[src/rtl/seg_capture.sv]
// Captures a multiplexed 4-digit seven-segment display scan into a 16-bit hex frame.
// Optional decimal-point capture is enabled with the SEG_CAPTURE_DP_EN macro.
module seg_capture #(
    parameter int STABLE_CYCLES = 4
) (
    input  logic        clk,
    input  logic        rst_n,
    input  logic [3:0]  an,
    input  logic [6:0]  seg,
`ifdef SEG_CAPTURE_DP_EN
    input  logic        dp,
    output logic [3:0]  out_dp,
`endif
    input  logic        out_ready,
    input  logic        clr_err,
    output logic [15:0] out_value,
    output logic        out_valid,
    output logic        err_pattern,
    output logic        err_overrun
);

    typedef enum logic [1:0] {IDLE, SETTLE, HOLD} state_t;

    localparam logic [7:0] LAST = 8'(STABLE_CYCLES - 1);

    state_t          state;
    logic [3:0]      an_r;
    logic [6:0]      seg_r;
    logic [3:0]      an_q;
    logic [6:0]      seg_q;
    logic [7:0]      cnt;
    logic [1:0]      idx;
    logic            qual;
    logic [1:0]      qual_idx;
    logic [6:0]      qual_seg;
    logic [3:0]      mask;
    logic [3:0]      mask_next;
    logic [3:0][3:0] slots;

    logic            single;
    logic [1:0]      sel_idx;
    logic            same;
    logic            legal;
    logic [3:0]      nibble;
    logic [6:0]      lit;
    logic            frame_full;
    logic            load;
    logic            overrun_ev;
    logic            pattern_ev;

`ifdef SEG_CAPTURE_DP_EN
    logic       dp_r;
    logic       dp_q;
    logic       qual_dp;
    logic [3:0] slot_dp;
`endif

    always_comb begin
        single  = 1'b1;
        sel_idx = 2'd0;
        case (an_r)
            4'b1110: sel_idx = 2'd0;
            4'b1101: sel_idx = 2'd1;
            4'b1011: sel_idx = 2'd2;
            4'b0111: sel_idx = 2'd3;
            default: single = 1'b0;
        endcase
`ifdef SEG_CAPTURE_DP_EN
        same = (an_r == an_q) && (seg_r == seg_q) && (dp_r == dp_q);
`else
        same = (an_r == an_q) && (seg_r == seg_q);
`endif
    end

    // Glyph decode works on lit segments {a..g}, i.e. the inverted cathode sample.
    always_comb begin
        lit    = ~qual_seg;
        legal  = 1'b1;
        nibble = 4'h0;
        case (lit)
            7'h7E: nibble = 4'h0;
            7'h30: nibble = 4'h1;
            7'h6D: nibble = 4'h2;
            7'h79: nibble = 4'h3;
            7'h33: nibble = 4'h4;
            7'h5B: nibble = 4'h5;
            7'h5F: nibble = 4'h6;
            7'h70: nibble = 4'h7;
            7'h7F: nibble = 4'h8;
            7'h7B: nibble = 4'h9;
            7'h77: nibble = 4'hA;
            7'h1F: nibble = 4'hB;
            7'h4E: nibble = 4'hC;
            7'h3D: nibble = 4'hD;
            7'h4F: nibble = 4'hE;
            7'h47: nibble = 4'hF;
            default: legal = 1'b0;
        endcase
    end

    always_ff @(posedge clk or negedge rst_n) begin
        if (!rst_n) begin
            an_r  <= 4'hF;
            seg_r <= 7'h7F;
`ifdef SEG_CAPTURE_DP_EN
            dp_r  <= 1'b1;
`endif
        end else begin
            an_r  <= an;
            seg_r <= seg;
`ifdef SEG_CAPTURE_DP_EN
            dp_r  <= dp;
`endif
        end
    end

    // Qualification is issued as a one-cycle registered pulse carrying the digit sample.
    always_ff @(posedge clk or negedge rst_n) begin
        if (!rst_n) begin
            state    <= IDLE;
            cnt      <= 8'd0;
            idx      <= 2'd0;
            an_q     <= 4'hF;
            seg_q    <= 7'h7F;
            qual     <= 1'b0;
            qual_idx <= 2'd0;
            qual_seg <= 7'h7F;
`ifdef SEG_CAPTURE_DP_EN
            dp_q     <= 1'b1;
            qual_dp  <= 1'b1;
`endif
        end else begin
            qual <= 1'b0;
            if (!single) begin
                state <= IDLE;
            end else begin
                case (state)
                    IDLE: begin
                        an_q  <= an_r;
                        seg_q <= seg_r;
                        idx   <= sel_idx;
                        cnt   <= 8'd0;
`ifdef SEG_CAPTURE_DP_EN
                        dp_q  <= dp_r;
`endif
                        if (LAST == 8'd0) begin
                            qual     <= 1'b1;
                            qual_idx <= sel_idx;
                            qual_seg <= seg_r;
`ifdef SEG_CAPTURE_DP_EN
                            qual_dp  <= dp_r;
`endif
                            state    <= HOLD;
                        end else begin
                            state <= SETTLE;
                        end
                    end
                    SETTLE: begin
                        if (!same) begin
                            state <= IDLE;
                        end else begin
                            cnt <= cnt + 8'd1;
                            if (cnt + 8'd1 == LAST) begin
                                qual     <= 1'b1;
                                qual_idx <= idx;
                                qual_seg <= seg_q;
`ifdef SEG_CAPTURE_DP_EN
                                qual_dp  <= dp_q;
`endif
                                state    <= HOLD;
                            end
                        end
                    end
                    HOLD: begin
                        if (an_r != an_q) state <= IDLE;
                    end
                    default: state <= IDLE;
                endcase
            end
        end
    end

    assign frame_full = (mask == 4'hF);
    assign load       = frame_full && (!out_valid || out_ready);
    assign overrun_ev = frame_full && !load;
    assign pattern_ev = qual && !legal;

    always_comb begin
        mask_next = frame_full ? 4'h0 : mask;
        if (qual) begin
            if (legal) mask_next = mask_next | (4'b0001 << qual_idx);
            else       mask_next = 4'h0;
        end
    end

    // Error events win over clr_err in the same cycle.
    always_ff @(posedge clk or negedge rst_n) begin
        if (!rst_n) begin
            mask        <= 4'h0;
            slots       <= '0;
            out_value   <= 16'h0000;
            out_valid   <= 1'b0;
            err_pattern <= 1'b0;
            err_overrun <= 1'b0;
`ifdef SEG_CAPTURE_DP_EN
            slot_dp     <= 4'hF;
            out_dp      <= 4'hF;
`endif
        end else begin
            mask <= mask_next;
            if (qual && legal) begin
                slots[qual_idx]   <= nibble;
`ifdef SEG_CAPTURE_DP_EN
                slot_dp[qual_idx] <= qual_dp;
`endif
            end
            if (load) begin
                out_value <= slots;
                out_valid <= 1'b1;
`ifdef SEG_CAPTURE_DP_EN
                out_dp    <= slot_dp;
`endif
            end else if (out_valid && out_ready) begin
                out_valid <= 1'b0;
            end
            if (pattern_ev)   err_pattern <= 1'b1;
            else if (clr_err) err_pattern <= 1'b0;
            if (overrun_ev)   err_overrun <= 1'b1;
            else if (clr_err) err_overrun <= 1'b0;
        end
    end

endmodule

[config.mk]
export PLATFORM = sky130hd
export DESIGN_NAME = seg_capture
export DESIGN_NICKNAME = d
export VERILOG_FILES = /design/src/rtl/seg_capture.sv
export SDC_FILE = /design/constraint.sdc
export NUM_CORES = 1
export LEC_CHECK = 0
export ABC_AREA = 1
export CAP_MARGIN = 20
export CORE_MARGIN = 3
export CORE_UTILIZATION = 58
export DETAILED_ROUTE_END_ITERATION = 12
export PLACE_DENSITY = 0.88
export SYNTH_ARGS = -nofsm -noshare
export SYNTH_HDL_FRONTEND = slang
export SYNTH_SLANG_ARGS = --single-unit
export TNS_END_PERCENT = 100
[constraint.sdc]
create_clock -name clk -period 1.8 [get_ports clk]
set_input_delay 0.36 -clock clk [delete_from_list [all_inputs] [get_ports clk]]
set_output_delay 0.36 -clock clk [all_outputs]
set_load 0.01 [all_outputs]
* Word level (Yosys, flattened, before mapping) *
Cells that the tools add are included.

word-level totals
  flip-flop bits (word level) = 83
  logic and storage cells = 103
  output and inout port bits = 19
  input port bits = 15

cells by class
  multiplexer cells = 26
  shift operators = 1
  bitwise operators = 2
  equal/unequal tests = 30
  order comparisons = 2
  $add $sub $neg = 1
  reductions and logical operators = 22

operators with widths
  cell                 count
  $eq 7x7->1 const B   12
  $pmux 4 s15          1
  $eq 7x6->1 const B   3
  $bwmux 16            1
  $eq 4x4->1 const B   4
  $mux 4               4
  $pmux 8 s2           1
  $reduce_or 16->1     1
  $pmux 2 s3           2
  $mux 1               11
  $add 8x1->8 const B  1
  $demux 4 s2          1
  $eq 8x2->1 const B   1
  $mux 2               4
  $mux 8               1
  $reduce_bool 2->1    4
  $eq 7x5->1 const B   1
  $eq 7x7->1           1
  $logic_and 1x1->1    7
  $not 7->7            1
  $eq 4x3->1 const B   1
  $eq 4x4->1           1
  $ne 4x4->1           1
  $ne 4x4->1 const B   1
  15 further kinds     18

* Logic depth before layout (Yosys ltp) *
  word-level depth = 7
  depth in mapped cells = 12
  depth with buffers taken out = 11

* Worst setup path before layout *
OpenSTA, ideal clock, no wires.

  path kind = register to register
  start = register cnt[0]
  end = register qual_idx[0]
  arrival = 1.507 ns
  setup slack = 0.180 ns
  cell stages (with the launch flop) = 10
  buffers on the path = 1
  data required time = 1.687 ns
  period minus slack after synthesis = 1.620 ns
  library setup time = 0.113 ns
  cells stage by stage = dfrtp_1 ha_1 nand3_2 xor2_1 nand3_1 nor2_4 buf_6 nand3_1 nand2_1 inv_1

on the way
  cells in the longest elaborated chain, start to end = 3

RTL lines
  item                        RTL line  text
  from (decl)                 31        logic [7:0] cnt;
  from (signal assigned)      162       cnt <= cnt + 8'd1;
  $add 8x1->8                 163       if (cnt + 8'd1 == LAST) begin
  $eq 8x2->1                  163
  $reduce_and 4->1 (no line)  --
  to (signal assigned)        148       qual_idx <= sel_idx;
  to (signal assigned)        165       qual_idx <= idx;
  to (decl)                   34        logic [1:0] qual_idx;

No other way between the ends.
A chain may end at the register's enable or synchronous reset.

* Final worst setup path *
  start = register qual_seg[3]
  end = register slots[1] (netlist name)

on the way
  cells in the longest elaborated chain, start to end = 5
  elaborated cells on any way between the ends = 22
  those cells by class = eq/ne: 16; mux: 3; bitwise: 1; reduce/logical: 2

RTL lines
  item                                RTL line  text
  from (decl)                         35        logic [6:0] qual_seg;
  from (signal assigned)              149       qual_seg <= seg_r;
  from (signal assigned)              166       qual_seg <= seg_q;
  $not 7->7 *                         77        lit = ~qual_seg;
  $eq 7x7->1 (tied with other cells)  80        case (lit)
  $reduce_or 16->1 (no line)          --
  $mux 1                              80
  $logic_and 1x1->1                   211       if (qual && legal) begin
  to (signal, indexed assignment)     212       slots[qual_idx] <= nibble;
  to (decl)                           38        logic [3:0][3:0] slots;

Every way passes the cells marked *; elsewhere a longest branch is shown, timed or not.

==> out/results.tsv <==
stage	metric	value	unit
outcome	status	finished clean	
route	via count	3255	
placement	post-detail-place hpwl	5.763	mm
logic_synthesis	top_reg_cell synth	dfrtp_1	
finish	Ant. Diodes	0	
timing	final period utilization	0.9764	
worst_setup_path	slowest CP cell	dfstp_2	
run	Max Cap Viol	0	
clocking	CTS tree	yes	
worst_setup_path	CP startpoint kind	register	
timing	min cycle time layout	1.758	ns
power	switching share of total power	0.2366	
finish	Final #Nets	559	
power	P_sw	861.3	uW
route	DR top layer	met4	
floorplan	Die ar.	7853	um^2
placement	PortBufs	33	
logic_synthesis	Yosys cell types	31	
clocking	CTS Buffer Depth	2	
worst_setup_path	CP arrival	1.99	ns
worst_setup_path	Worst Path Buf+Inv	1	
timing	Worst Skew	0.008333	ns
power	combinational power share	0.082	
floorplan	num ports	34	
worst_setup_path	critical path endpoint category	register	
global_routing	GRT overflow	0	
logic_synthesis	part of the Yosys area used for sequential elements	0.5338	
floorplan	Die X	88.62	um
logic_synthesis	syn nets	501	
route	routed length on met3	254	um
logic_synthesis	synth top area cells	dfrtp_1 34%, dfstp_2 19%, nand2_1 18%, nand3_1 5.7%, inv_1 5.2%	
route	final wirelength	8.233	mm
logic_synthesis	EDFF count, synth	0	
clocking	H-tree depth	3	
placement	Cell Area, Placed	4444	um^2
worst_setup_path	Top delay family on crit path	simple AND/OR/NAND/NOR gates	
worst_setup_path	R2R depth	9	
worst_setup_path	CP Depth	9	
logic_synthesis	Mapped Area	3959	um^2
power	PwrDens	752.3	nW/um^2
timing	achievable frequency	0.5690	GHz
global_routing	first-pass GRT wire length	13.70	mm
global_routing	pin count of the biggest net entering global routing	37	
route	Iter 0 DRT Violations	157	
placement	Final GP Congestion	0.9798	
clocking	later-pin clock latency in the skew report	0.35	ns
logic_synthesis	FF+latch count, synth	83	
worst_setup_path	critical path cell sequence	inv_1, nand2_1, nor2_1, nand2_1, nand2_1, nor3_1, nand3_1, nand2_1, nand2_1	
timing	setup_tns	0	ns
power	part of the power in registers	0.562	
finish	final core occ	0.7449	
finish	Layout area overhead	22.22	%
power	Clock Power Share	0.356	
timing	RSZ-0062 raised after global routing	yes	
global_routing	initial antenna violation count	0	
power	Static Leak	2.478	nW
clocking	Worst-path clk slew	0.08	ns
logic_synthesis	syn avg cell area	8.179	um^2
logic_synthesis	Yosys top cell area share	0.3413	
route	DRC Markers	0	
worst_hold_path	WHS Path Cells	1	
worst_setup_path	WS Path Type	register to register	
finish	share of layout cells above drive strength 1	0.2029	
route	DRT Pass-1 Iters	4	
timing	Worst Tran Pin Value	0.5012	ns
power	total power	3.640	mW
floorplan	Starting Density	0.6095	
floorplan	Die H	88.62	um
clocking	clk root buf	clkbuf_8	
timing	Hold Fails Final Rpt	0	
logic_synthesis	FFs w/ async S/R, synth	1.000	
route	WL met2	4.327	mm
power	Pint	2.779	mW
clocking	total CTS buffers	9	
timing	final max-slew violation count	0	
global_routing	vias in the first global route	3238	
global_routing	Tot GR Track Use	0.2252	
route	Wirelength per Cell	13.19	um
floorplan	Placeable Area	6495	um^2
power	worst ir drop on vdd	0.5565	mV
timing	Final setup violation count	0	
route	M1 WL	3.428	mm
worst_setup_path	Worst Path Required	2.04	ns
route	Detail Route Antenna Nets	0	
route	drt via density	5.216	
finish	filler instances	457	
clocking	Sink Count	83	
finish	fin area	4838	um^2
timing	Rel. slew slack	0.6631	
logic_synthesis	Yosys top cell by area	dfrtp_1	
worst_setup_path	Crit Path Max Fanout	5	
floorplan	Site Rows	29	
logic_synthesis	Syn Inst Count	484	
worst_setup_path	critical path's most frequent cell	nand2_1	
worst_setup_path	Worst path max stage delay	0.55	ns
worst_hold_path	Hold Path Class	input port to register	
logic_synthesis	number of synthesis warnings	0	
stage by stage:
stage	setup slack, ns	std cells	hold WS (ns)
global placement	0.08562	599	0.3201
floorplan	0.1805	484	0.06441
detailed placement	-0.01717	599	0.3325
global route	-0.05022	624	0.4022
finish	0.04241	624	0.4095
CTS	0.0006835	616	0.4005
what timing repair did:
item	4_1_cts	5_1_grt
setup endpoints to repair	7	53
hold buffers	1	0
cloned	0	1
pin swaps	1	7
endpoints found under the hold margin	18	0
buffers inserted	0	7
resized for setup	1	30
registers in the layout (all words and copies together) (netlist names), 2 cells and up:
name	count
an_q	4
qual_idx	2
mask	4
an_r	4
state	2
cnt	8
out_value	16
idx	2
seg_r	7
qual_seg	7
seg_q	7
slots	16
kinds of logic (layout without fill, tap and decap cells):
logic type | count (synthesis) | in the layout | synth area share
buffers and inverters | 70 | 132 | 0.07206
flip-flops | 83 | 83 | 0.5338
adder cells (fa/ha/maj) | 2 | 2 | 0.006320
AO/OA/AOI/OAI | 30 | 30 | 0.04140
XOR/XNOR | 8 | 8 | 0.01770
AND/OR/NAND/NOR | 291 | 292 | 0.3287
power by group through the flow:
| stage | logic, mW | registers (mW) | clock network [mW] |
|---|---|---|---|
| 3_3_place_gp | 0.271 | 2.07 | 0 |
| 4_1_cts | 0.288 | 2.04 | 1.32 |
| 6_report | 0.298 | 2.04 | 1.30 |
| 2_1_floorplan | 0.169 | 2.06 | 0 |
| 5_1_grt | 0.340 | 2.06 | 1.40 |
| 3_5_place_dp | 0.285 | 2.08 | 0 |
cell usage in the layout, fill, tap and decap left out, drive strengths merged:
| cell | netlist | routed |
|---|---|---|
| clkinvlp | 0 | 1 |
| a21oi | 1 | 1 |
| dfrtp | 54 | 54 |
| o21bai | 5 | 5 |
| nor3 | 11 | 11 |
| clkbuf | 3 | 13 |
| nor4 | 1 | 1 |
| buf | 6 | 22 |
| nand2 | 191 | 191 |
| o21ai | 23 | 23 |
| xor2 | 4 | 4 |
| o22ai | 1 | 1 |
| inv | 60 | 60 |
| dlygate4sd3 | 0 | 1 |
| clkdlybuf4s50 | 0 | 32 |
| clkinv | 1 | 3 |
| dfstp | 29 | 29 |
| ha | 2 | 2 |
| xnor2 | 4 | 4 |
| nand3 | 50 | 51 |
| nand4 | 6 | 6 |
| nor2 | 31 | 31 |
| or2 | 1 | 1 |
per-layer routing:
layer	global-route usage	vias to the layer above
li1	-	1629
met1	0.2537	1507
met2	0.4126	96
met3	0.04376	23
met4	0.09753	0
met5	0	-
cell type report:
type	count	area (um^2)	area share
repair buffers	55	519.2	0.1073
flip-flops and latches	83	2113	0.4368
inverters	61	229.0	0.04732
multi-input cells	332	1682	0.3476
clock buffers	13	181.4	0.03750
clock inverters	3	17.52	0.003620
well taps	77	96.34	0.01991
path summary, 6_finish.rpt:
| path | startpoint | end | slack (ns) |
|---|---|---|---|
| min | an[1] | an_r[1] | 0.41 |
| max | qual_seg[3] | slots[1] | 0.04 |
| min in group asynchronous | rst_n | out_value[2] | 0.52 |
| min reg2reg | out_value[5] | out_value[5] | 0.47 |
| max reg2reg | qual_seg[3] | slots[1] | 0.04 |
| max in group asynchronous | rst_n | qual_seg[6] | 0.69 |
cell usage after synthesis (all sizes together) (2+ instances only):
| library cell | n |
|---|---|
| inv | 60 |
| dfrtp | 54 |
| o21ai | 23 |
| o21bai | 5 |
| clkbuf | 3 |
| ha | 2 |
| dfstp | 29 |
| xnor2 | 4 |
| nand4 | 6 |
| nand2 | 191 |
| nor3 | 11 |
| xor2 | 4 |
| nor2 | 31 |
| buf | 6 |
| nand3 | 50 |
(Power assumes the default switching activity.)
